`config.mk`:
```
export PLATFORM = sky130hd
export DESIGN_NAME = sc_backg_scheduler
export DESIGN_NICKNAME = d
export VERILOG_FILES = /design/src/rtl/sc_backg_scheduler.sv
export SDC_FILE = /design/constraint.sdc
export NUM_CORES = 1
export LEC_CHECK = 0
export ABC_AREA = 1
export CAP_MARGIN = 0
export CORE_AREA = 2 2 49 51
export CTS_BUF_LIST = sky130_fd_sc_hd__clkbuf_8
export DETAILED_ROUTE_END_ITERATION = 7
export DIE_AREA = 0 0 51 53
export GPL_ROUTABILITY_DRIVEN = 0
export PLACE_DENSITY = 0.81
export SYNTH_ARGS = -nofsm -noshare
export SYNTH_HDL_FRONTEND = slang
export SYNTH_SLANG_ARGS = --single-unit
```
`constraint.sdc`:
```
create_clock -name SC_BACKGSCHEDULER_CLOCK_50 -period 1.2 [get_ports SC_BACKGSCHEDULER_CLOCK_50]
set_input_delay 0.18 -clock SC_BACKGSCHEDULER_CLOCK_50 [delete_from_list [all_inputs] [get_ports SC_BACKGSCHEDULER_CLOCK_50]]
set_output_delay 0.18 -clock SC_BACKGSCHEDULER_CLOCK_50 [all_outputs]
set_load 0.05 [all_outputs]
```
`src/rtl/sc_backg_scheduler.sv`:
```
// Scrolling-background sequencer: paces the speed counter, strobes row shifts and feeds new rows.
// Optional level tracking is compiled in with `define BACKG_LEVEL_EN.
module sc_backg_scheduler #(
    parameter int         DATAWIDTH_BUS = 8,
    parameter logic [7:0] LFSR_SEED     = 8'hA5,
    parameter int         LEVEL_STEP    = 16,
    parameter int         LEVEL_MAX     = 3
) (
    input  logic                     SC_BACKGSCHEDULER_CLOCK_50,
    input  logic                     SC_BACKGSCHEDULER_RESET_InLow,
    input  logic                     SC_BACKGSCHEDULER_start_InHigh,
    input  logic                     SC_BACKGSCHEDULER_pause_InHigh,
    input  logic                     SC_BACKGSCHEDULER_gameOver_InHigh,
    input  logic                     SC_BACKGSCHEDULER_T0_InLow,
    output logic                     SC_BACKGSCHEDULER_upcount_OutLow,
    output logic                     SC_BACKGSCHEDULER_clear_OutHigh,
    output logic                     SC_BACKGSCHEDULER_shift_OutLow,
    output logic [DATAWIDTH_BUS-1:0] SC_BACKGSCHEDULER_newRow_OutBUS,
    output logic [1:0]               SC_BACKGSCHEDULER_level_OutBUS,
    output logic                     SC_BACKGSCHEDULER_busy_Out
);

    typedef enum logic [2:0] {IDLE, RUN, TICK, SHIFT, PAUSE, OVER} state_t;

    state_t     state, stateNext;
    logic [7:0] lfsr;
    logic [7:0] shiftCount;

    logic                     upcountNext, clearNext, shiftNext, busyNext;
    logic [DATAWIDTH_BUS-1:0] newRowNext;

    wire clk       = SC_BACKGSCHEDULER_CLOCK_50;
    wire rstN      = SC_BACKGSCHEDULER_RESET_InLow;
    wire startIn   = SC_BACKGSCHEDULER_start_InHigh;
    wire pauseIn   = SC_BACKGSCHEDULER_pause_InHigh;
    wire overIn    = SC_BACKGSCHEDULER_gameOver_InHigh;
    wire thresholdN = SC_BACKGSCHEDULER_T0_InLow;
    wire runStart  = (state == IDLE) && startIn;

    // NOTE: every variable written here gets a default first, so no path can infer a latch.
    always_comb begin
        stateNext = state;
        unique case (state)
            IDLE:    if (startIn) stateNext = RUN;
            RUN:     if (overIn) stateNext = OVER;
                     else if (pauseIn) stateNext = PAUSE;
                     else if (!thresholdN) stateNext = TICK;
            TICK:    stateNext = overIn ? OVER : SHIFT;
            SHIFT:   stateNext = RUN;
            PAUSE:   if (overIn) stateNext = OVER;
                     else if (!pauseIn) stateNext = RUN;
            OVER:    if (startIn) stateNext = IDLE;
            default: stateNext = IDLE;
        endcase
    end

    // Outputs are decoded from the upcoming state so they appear registered, in step with it.
    always_comb begin
        upcountNext = (stateNext != RUN);
        clearNext   = (stateNext == TICK);
        shiftNext   = (stateNext != SHIFT);
        busyNext    = (stateNext == RUN) || (stateNext == TICK) ||
                      (stateNext == SHIFT) || (stateNext == PAUSE);
        newRowNext  = '0;
        if (stateNext == SHIFT && !shiftCount[0])
            newRowNext = DATAWIDTH_BUS'(lfsr);
    end

    // NOTE: sequential state uses non-blocking assignments so all flops update from pre-edge values.
    always_ff @(posedge clk) begin
        if (!rstN) begin
            state                            <= IDLE;
            lfsr                             <= LFSR_SEED;
            shiftCount                       <= 8'd0;
            SC_BACKGSCHEDULER_upcount_OutLow <= 1'b1;
            SC_BACKGSCHEDULER_clear_OutHigh  <= 1'b0;
            SC_BACKGSCHEDULER_shift_OutLow   <= 1'b1;
            SC_BACKGSCHEDULER_newRow_OutBUS  <= '0;
            SC_BACKGSCHEDULER_busy_Out       <= 1'b0;
        end else begin
            state                            <= stateNext;
            SC_BACKGSCHEDULER_upcount_OutLow <= upcountNext;
            SC_BACKGSCHEDULER_clear_OutHigh  <= clearNext;
            SC_BACKGSCHEDULER_shift_OutLow   <= shiftNext;
            SC_BACKGSCHEDULER_newRow_OutBUS  <= newRowNext;
            SC_BACKGSCHEDULER_busy_Out       <= busyNext;
            if (runStart) begin
                lfsr       <= LFSR_SEED;
                shiftCount <= 8'd0;
            end else if (state == SHIFT) begin
                lfsr       <= {lfsr[6:0], lfsr[7] ^ lfsr[5] ^ lfsr[4] ^ lfsr[3]};
                shiftCount <= shiftCount + 8'd1;
            end
        end
    end

`ifdef BACKG_LEVEL_EN
    logic [1:0] level;
    logic [7:0] countNext;

    assign countNext = shiftCount + 8'd1;

    always_ff @(posedge clk) begin
        if (!rstN || runStart) begin
            level <= 2'd0;
        end else if (state == SHIFT &&
                     (countNext & 8'(LEVEL_STEP - 1)) == 8'd0 &&
                     level < 2'(LEVEL_MAX)) begin
            level <= level + 2'd1;
        end
    end

    assign SC_BACKGSCHEDULER_level_OutBUS = level;
`else
    assign SC_BACKGSCHEDULER_level_OutBUS = 2'd0;
`endif

endmodule

```
==> impl_metrics.json <==
{
  "place_ws_ns": -0.341,
  "combPwrFrac_pct": 21.8,
  "hp-class": "flip-flop to flip-flop",
  "outcome": "complete, but fails checks",
  "worst_ep_required_time_ns": 1.38,
  "drtPass1Iterations": 4,
  "grt_max_degree": 15,
  "power_frac_clock_pct": 35.7,
  "ir_drop_uv": 1090,
  "cts_buffer_depth": 2,
  "antenna_found_initial": 0,
  "end_kind": "flip-flop",
  "slowest_delay_ns": 0.38,
  "drtIter0Drc": 9,
  "drive_above_1_share_pct": 42.0,
  "cp_cell_sequence": "buf_4 > nand2_2 > nor2_1 > nor2_1 > nand2_1 > nor2_4 > nand3_2 > nand2_1 > nor2_1",
  "routed_wl_mm": 2.66,
  "fin_nets": 164,
  "cpMostUsedCell": "nor2_1",
  "cts.reportedPaths.clkPinSlew_ns": 0.09,
  "place_area_um2": 1370,
  "grt-ovfl-total": 0,
  "setup_viol": 10,
  "holdPathStages": 2,
  "clock.fmax_mhz": 776,
  "fin_ws_ns": -0.0878,
  "n_antenna_cell": 0,
  "fillers": 134,
  "leakage_nw": 0.686,
  "fin_cells": 185,
  "post-dp-hpwl_mm": 1.59,
  "ys_seq_area_share_pct": 50.6,
  "synth_area_leaders": "dfxtp_1 (51%), nor2_1 (8.3%), nand2_1 (7.1%)",
  "avgRoutedWirePerCell_um": 14.4,
  "dp.cells": 178,
  "die_h_um": 53,
  "synth.distinct_cells": 18,
  "synth_ff_type": "dfxtp_1",
  "swShare_pct": 27.6,
  "report.final.hold_viol_count": 0,
  "track_usage_pct": 21.1,
  "cts-root-buf": "clkbuf_8",
  "clock-sinks": 24,
  "r2r_start": "state[2]",
  "clkLatencyLatePin_ns": 0.27,
  "die-area_um2": 2700,
  "cp_max_fo": 5,
  "finalMaxSlewViolations": 0,
  "start_util_pct": 44.2,
  "r2r_cells": 9,
  "arrival_ns": 1.46,
  "vias": 947,
  "pwr-share-seq_pct": 42.5,
  "viasPerCell": 5.12,
  "p_sw_mw": 0.553,
  "grt_pass1_vias": 959,
  "io_buffer_count": 17,
  "syn_area_um2": 950,
  "yosys_warnings": 0,
  "synthTopCellsByCount": "dfxtp_1 (24), nor2_1 (21), nand2_1 (18)",
  "holdCritStartpoint": "lfsr[1]",
  "num_io_pins": 20,
  "synth_top_area_share_pct": 50.6,
  "r2r_slack_ns": -0.09,
  "synth.avg_cell_area_um2": 7.78,
  "areaGrowthSynthToFinish_pct": 68.5,
  "crit_type": "flip-flop to flip-flop",
  "crit_path_start_kind": "flip-flop",
  "synth-seq-cells": 24,
  "crit_start": "state[2]",
  "final_cell_area_um2": 1600,
  "rows": 17,
  "min_period_ns": 1.29,
  "synth_area_leader_cell": "dfxtp_1",
  "internal_power_mw": 1.45,
  "maxCapViolCount": 0,
  "grt_pass1_wl_mm": 4.17,
  "syn_inst": 122,
  "total_power_mw": 2.00,
  "die_w_um": 51,
  "yosysMostFrequentCell": "dfxtp_1",
  "violations": "setup timing",
  "synth_edf_count": 0,
  "cts_tree": "yes",
  "r2r-end": "SC_BACKGSCHEDULER_busy_Out",
  "power_density_nw_per_um2": 1250,
  "cts_inserted_buffers": 3,
  "cpMaxStageDelayCell": "dfxtp_4",
  "htreeDepth": 1,
  "antenna_left": 0,
  "min_to": "SC_BACKGSCHEDULER_newRow_OutBUS[1]",
  "rsz0062_at_grt": "yes",
  "core_area_um2": 2150,
  "drc": 0,
  "synth-async-reset-ratio_pct": 0,
  "clock_skew_ns": 0.00310,
  "min_period_over_period_pct": 107,
  "hold_buffers": 0
}
[repair_timing]
action | 4_1_cts | 5_1_grt
setup buffers | 0 | 2
endpoints found under the setup margin | 10 | 20
gates resized for setup | 11 | 35
gates cloned | 1 | 0
pin swaps | 5 | 12
[kinds of logic after synthesis]
| family | Yosys count | synth area share [%] |
|---|---|---|
| AO/OA/AOI/OAI | 18 | 10.8 |
| XOR/XNOR | 3 | 2.77 |
| buffers and inverters | 22 | 9.88 |
| flip-flops | 24 | 50.6 |
| other | 1 | 0.395 |
| AND/OR/NAND/NOR | 54 | 25.6 |
[power by group through the flow]
stage          sequential [mW]  combinational [mW]  clock (mW)
6_report                 0.851               0.438       0.715
5_1_grt                  0.854               0.462       0.749
4_1_cts                  0.844               0.355       0.714
3_5_place_dp             0.861               0.333           0
3_3_place_gp             0.860               0.319           0
2_1_floorplan            0.900               0.126           0
[routing by layer]
metal	vias up	GRT usage [%]	share of wire, %	wire length, µm
met5	-	0	0	0
met4	0	12.6	3.3	89
met3	9	4.24	4.1	110
met2	34	37.9	57	1510
met1	453	22.8	36	956
li1	451	-	-	-
[layout by cell type, fill, tap and decap left out, drive strengths merged]
master / netlist / layout
nor2: 26 / 27
buf: 3 / 27
dfxtp: 24 / 24
inv: 19 / 19
nand2: 18 / 18
nand3: 8 / 8
o21ai: 7 / 7
a21oi: 6 / 6
o211ai: 4 / 4
xnor2: 3 / 3
clkbuf: 0 / 3
clkdlybuf4s50: 0 / 3
conb: 1 / 2
nor3: 2 / 2
a21boi: 1 / 1
bufinv: 0 / 1
dlygate4sd2: 0 / 1
dlymetal6s2s: 0 / 1
[worst max-delay path, delay by kind of cell (launching register included)]
kind	cells	cell delay, ns
simple gates	8	0.65
flops	1	0.38
buf+inv	1	0.15
[area by class of cell]
| type | count | area (µm²) | share of cell area (%) |
|---|---|---|---|
| clock inverter | 1 | 30.0 | 1.88 |
| timing repair buffer | 32 | 420 | 26.3 |
| inverter | 19 | 78.8 | 4.93 |
| tap | 28 | 35.0 | 2.19 |
| sequential | 24 | 487 | 30.4 |
| clock buffer | 3 | 41.3 | 2.58 |
| multi-input combinational | 78 | 508 | 31.7 |
[metrics by stage]
stage	TNS [ns]	hold slack, ns	util [%]
final	-0.236	0.444	74.5
after global routing	-1.09	0.478	74.5
after CTS	-0.0200	0.442	68.3
after detailed placement	-4.01	0.430	63.6
after global placement	-2.97	0.428	63.6
after floorplan	0	0.249	-
[how the worst max path moves through the flow]
stage,slack (ns),endpoint,cells after the start
floorplan,0.05,SC_BACKGSCHEDULER_busy_Out,7
global placement,-0.25,SC_BACKGSCHEDULER_busy_Out,8
detailed placement,-0.34,SC_BACKGSCHEDULER_upcount_OutLow,8
CTS,-0.02,SC_BACKGSCHEDULER_upcount_OutLow,8
global route,-0.16,SC_BACKGSCHEDULER_busy_Out,8
finish,-0.09,SC_BACKGSCHEDULER_busy_Out,9
[registers in the layout, summed over array words and instances (netlist names)]
signal	flops
state	3
SC_BACKGSCHEDULER_clear_OutHigh	1
SC_BACKGSCHEDULER_upcount_OutLow	1
lfsr	8
SC_BACKGSCHEDULER_newRow_OutBUS	8
shiftCount	1
SC_BACKGSCHEDULER_busy_Out	1
SC_BACKGSCHEDULER_shift_OutLow	1
Note: power is estimated with default switching activity, not from simulation.
==> edit 1 (config.mk and constraints unchanged) <==
Re-encode `state_t` (6 states) as Gray code, 3 bits wide.
--- a/src/rtl/sc_backg_scheduler.sv
+++ b/src/rtl/sc_backg_scheduler.sv
@@ -21,5 +21,5 @@
 );
 
-    typedef enum logic [2:0] {IDLE, RUN, TICK, SHIFT, PAUSE, OVER} state_t;
+    typedef enum logic [2:0] {IDLE = 3'b000, RUN = 3'b001, TICK = 3'b011, SHIFT = 3'b010, PAUSE = 3'b110, OVER = 3'b111} state_t;
 
     state_t     state, stateNext;
Behaviour: same outputs for any inputs over 10 cycles, from zero or initial values and one cycle with SC_BACKGSCHEDULER_RESET_InLow low; not proved beyond that.
==> edit 1 against the unedited design <==
  * The run still ends with setup timing left
  * Design area is 6.8% lower
  * Setup slack worse by 0.040 ns
  * Cell count is 5.9% lower
  * Critical path depth stayed put
  * Sequential cell count stayed put
  * Total power is 13% higher
  * Synthesized area is 3.6% lower
  * Routed wire length is 8.9% lower
  * Largest power group unchanged
==> edit 1: results (changes against the unedited design) <==
Worst setup margin - -0.128 ns (was -0.0878 ns)
Global-route wire length before repair - 3640 µm (was 4170 µm)
Count of cell types in the netlist - 19 (was 18)
DRT iter0 DRCs - 23 (was 9)
Global Route Usage Sum - 18.6% (was 21.1%)
Worst EP arrival - 1.53 ns (was 1.46 ns)
Hold WC Path Type - input port to register (was register to register)
DP Cell Count - 163 (was 178)
M2 GR Usage - 32.3% (was 37.9%)
P_leak - 0.649 nW (was 0.686 nW)
Clk network pwr share - 31.0% (was 35.7%)
Vias per cell - 5.22 (was 5.12)
Int Power - 1.58 mW (was 1.45 mW)
Status - finished, violations left (unchanged)
Final #Nets - 153 (was 164)
CTS resizes - 22 (was 11)
Clk_skew - 0.00134 ns (was 0.00310 ns)
WL met3 - 129 µm (was 110 µm)
Max rail drop VDD - 1.06 mV (was 1.09 mV)
Routed met2 length - 1290 µm (was 1510 µm)
Filler cells - 129 (was 134)
Failing checks - setup timing (unchanged)
Met1 usage - 21.4% (was 22.8%)
Sum Neg Setup Slack - -1.20 ns (was -0.236 ns)
Comb pwr share - 28.0% (was 21.8%)
Drt total wl - 2430 µm (was 2660 µm)
Final-report setup violation count - 17 (was 10)
Vias in the first global route - 790 (was 959)
Seq/Total Area, Yosys - 52.5% (was 50.6%)
GRT met3 Usage - 3.95% (was 4.24%)
## edit 1: cell count changes after synthesis, moves of 2 or more
cell and delta:
nor2_1 -9, nor2_2 -4, o21ai_0 +4, a21oi_1 +3, nand2_1 -3, xnor2_1 -3
inv_1 +2, o211ai_1 -2, xor2_1 +2
## edit 1: final timing paths
| check | cells after the start | to | slack, ns | from |
|---|---|---|---|---|
| max | 9 | SC_BACKGSCHEDULER_newRow_OutBUS[4]$_SDFF_PN0_ | -0.13 | state[1]$_SDFF_PN0_ |
| min | 4 | state[0]$_SDFF_PN0_ | 0.45 | SC_BACKGSCHEDULER_start_InHigh |
| max reg2reg | 9 | SC_BACKGSCHEDULER_newRow_OutBUS[4]$_SDFF_PN0_ | -0.13 | state[1]$_SDFF_PN0_ |
| min reg2reg | 2 | SC_BACKGSCHEDULER_newRow_OutBUS[0]$_SDFF_PN0_ | 0.49 | lfsr[0]$_SDFFE_PP1P_ |
## edit 1: layout make-up
class	count	area [µm²]	share of cell area [%]
flip-flops and latches	24	492	33.0
inverters	21	83.8	5.62
well taps	28	35.0	2.35
clock inverters	1	30.0	2.01
multi-input cells	66	410	27.5
repair buffers	31	399	26.8
clock buffers	3	41.3	2.77
## edit 1: tightest hold or removal path, stage by stage
cell and delay [ns]:
dlygate4sd2_1 0.23, nand2_1 0.08, o211ai_2 0.11, a31oi_1 0.08
## edit 1: per-stage QoR
stage | hold slack, ns | utilization (%)
after global placement | 0.441 | 59.5
after global routing | 0.483 | 69.4
after CTS | 0.445 | 65.9
final | 0.447 | 69.4
after floorplan | 0.265 | -
after detailed placement | 0.444 | 59.5
## edit 1: kinds of logic after synthesis
family          share of synthesized area, %
simple gates                            19.8
compound gates                          14.6
flops                                   52.5
buf+inv                                 10.8
xor+xnor                                1.91
other cells                            0.409
==> edit 2 (config.mk and constraints unchanged) <==
Without the edit above. Change the parameter `DATAWIDTH_BUS` from 8 to 9.
--- a/src/rtl/sc_backg_scheduler.sv
+++ b/src/rtl/sc_backg_scheduler.sv
@@ -2,5 +2,5 @@
 // Optional level tracking is compiled in with `define BACKG_LEVEL_EN.
 module sc_backg_scheduler #(
-    parameter int         DATAWIDTH_BUS = 8,
+    parameter int         DATAWIDTH_BUS = 9,
     parameter logic [7:0] LFSR_SEED     = 8'hA5,
     parameter int         LEVEL_STEP    = 16,
Ports: changed (resized SC_BACKGSCHEDULER_newRow_OutBUS); port bits go from 20 to 21. No check against the original RTL was run, so the function may have changed too.
==> edit 2 against the unedited design <==
  * Setup slack improved by 0.047 ns
  * Critical path type unchanged
  * Largest cell class is now registers
  * Critical endpoint unchanged
  * Total power decreased by 3.7%
  * Synthesized cell count grew 0.82%
  * Global-route usage fell by 3.2 points
  * Synthesized area rose by 0.79%
  * Clock skew rose by 0.0031 ns
  * Core utilization shrank 2.7 points
  * Routed wire length fell by 18%
  * The run still ends with setup timing left
  * Sequential cell count unchanged
  * Design area decreased by 3.7%
  * Cell count is 1.1% higher
  * Non-clock buffer count is 1 higher
  * Largest power group unchanged
==> edit 2: results (changes against the unedited design) <==
Status - finished, violations left (unchanged)
Failing checks - setup timing (unchanged)
Post-route insts no fill - 187 (was 185)
Post-CTS Setup Inserts - 1 (was 0)
Routed met2 length - 1210 µm (was 1510 µm)
DRT met1 WL - 843 µm (was 956 µm)
DRT iter0 DRCs - 11 (was 9)
Worst R2R Start - state[1]$_SDFF_PN0_ (was state[2]$_SDFF_PN0_)
Filler cells - 162 (was 134)
Clk Latency, worst-skew pair - 0.27 ns (about the same)
Final-report setup violation count - 4 (was 10)
Seq/Total Area, Yosys - 50.2% (was 50.6%)
WL met3 - 89 µm (was 110 µm)
Vias post-DR - 894 (was 947)
Cells after Synth - 123 (was 122)
Slowest CP cell - dfxtp_2 (was dfxtp_4)
Vias in the first global route - 847 (was 959)
Global Route Usage Sum - 17.9% (was 21.1%)
Clk_skew - 0.00619 ns (was 0.00310 ns)
Sum Neg Setup Slack - -0.0784 ns (was -0.236 ns)
Global-route wire length before repair - 3590 µm (was 4170 µm)
CTS resizes - 10 (was 11)
Worst setup margin - -0.0406 ns (was -0.0878 ns)
Post-DP HPWL - 1630 µm (was 1590 µm)
Met1 usage - 17.2% (was 22.8%)
Worst EP arrival - 1.42 ns (was 1.46 ns)
Crit path max fanout - 4 (was 5)
Drt wl/cell - 11.7 µm (was 14.4 µm)
M2 GR Usage - 35.1% (was 37.9%)
P_leak - 0.672 nW (was 0.686 nW)
Worst hold slack - 0.451 ns (was 0.444 ns)
Pre-CTS setup slack - -0.325 ns (was -0.341 ns)
Slowest stage delay, CP - 0.34 ns (was 0.38 ns)
Max rail drop VDD - 0.882 mV (was 1.09 mV)
DP Cell Count - 179 (was 178)
-- edit 2: report_power, final --
group | internal [mW] | switching [mW] | total, mW
Combinational | 0.164 | 0.210 | 0.374
Clock | 0.447 | 0.265 | 0.712
Sequential | 0.821 | 0.0238 | 0.845
-- edit 2: logic make-up (layout without fill, tap and decap cells) --
group	Yosys count	count (layout)	share of synthesized area, %
other	1	3	0.392
flip-flops	24	24	50.2
AND/OR/NAND/NOR	54	55	25.4
AO/OA/AOI/OAI	18	18	10.7
XOR/XNOR	3	3	2.75
buffers and inverters	23	56	10.6
-- edit 2: path summary, 6_finish.rpt --
| kind | cells past startpoint | end |
|---|---|---|
| worst max-delay path | 7 | SC_BACKGSCHEDULER_busy_Out$_SDFF_PN0_ |
| worst min-delay path | 2 | SC_BACKGSCHEDULER_newRow_OutBUS[1]$_SDFF_PN0_ |
| worst max register to register | 7 | SC_BACKGSCHEDULER_busy_Out$_SDFF_PN0_ |
| worst min register to register | 2 | SC_BACKGSCHEDULER_newRow_OutBUS[1]$_SDFF_PN0_ |
-- edit 2: stage by stage --
| stage | area, µm² | power (mW) |
|---|---|---|
| after floorplan | 965 | 1.04 |
| after global placement | 1370 | 1.18 |
| after detailed placement | 1370 | 1.19 |
| after CTS | 1470 | 1.91 |
| after global routing | 1540 | 2.00 |
| final | 1540 | 1.93 |
-- edit 2: worst min-delay path, stage by stage, from the launching register on --
cell and delay, ns:
dfxtp_1 0.33, inv_1 0.05, nor2_1 0.03
-- edit 2: final cells by class --
class                      count  area share [%]
clock buffer                   3            2.68
clock inverter                 1            1.95
inverter                      19            4.63
multi-input combinational     79            29.3
sequential                    24            31.6
tap                           28            2.27
timing repair buffer          33            27.6
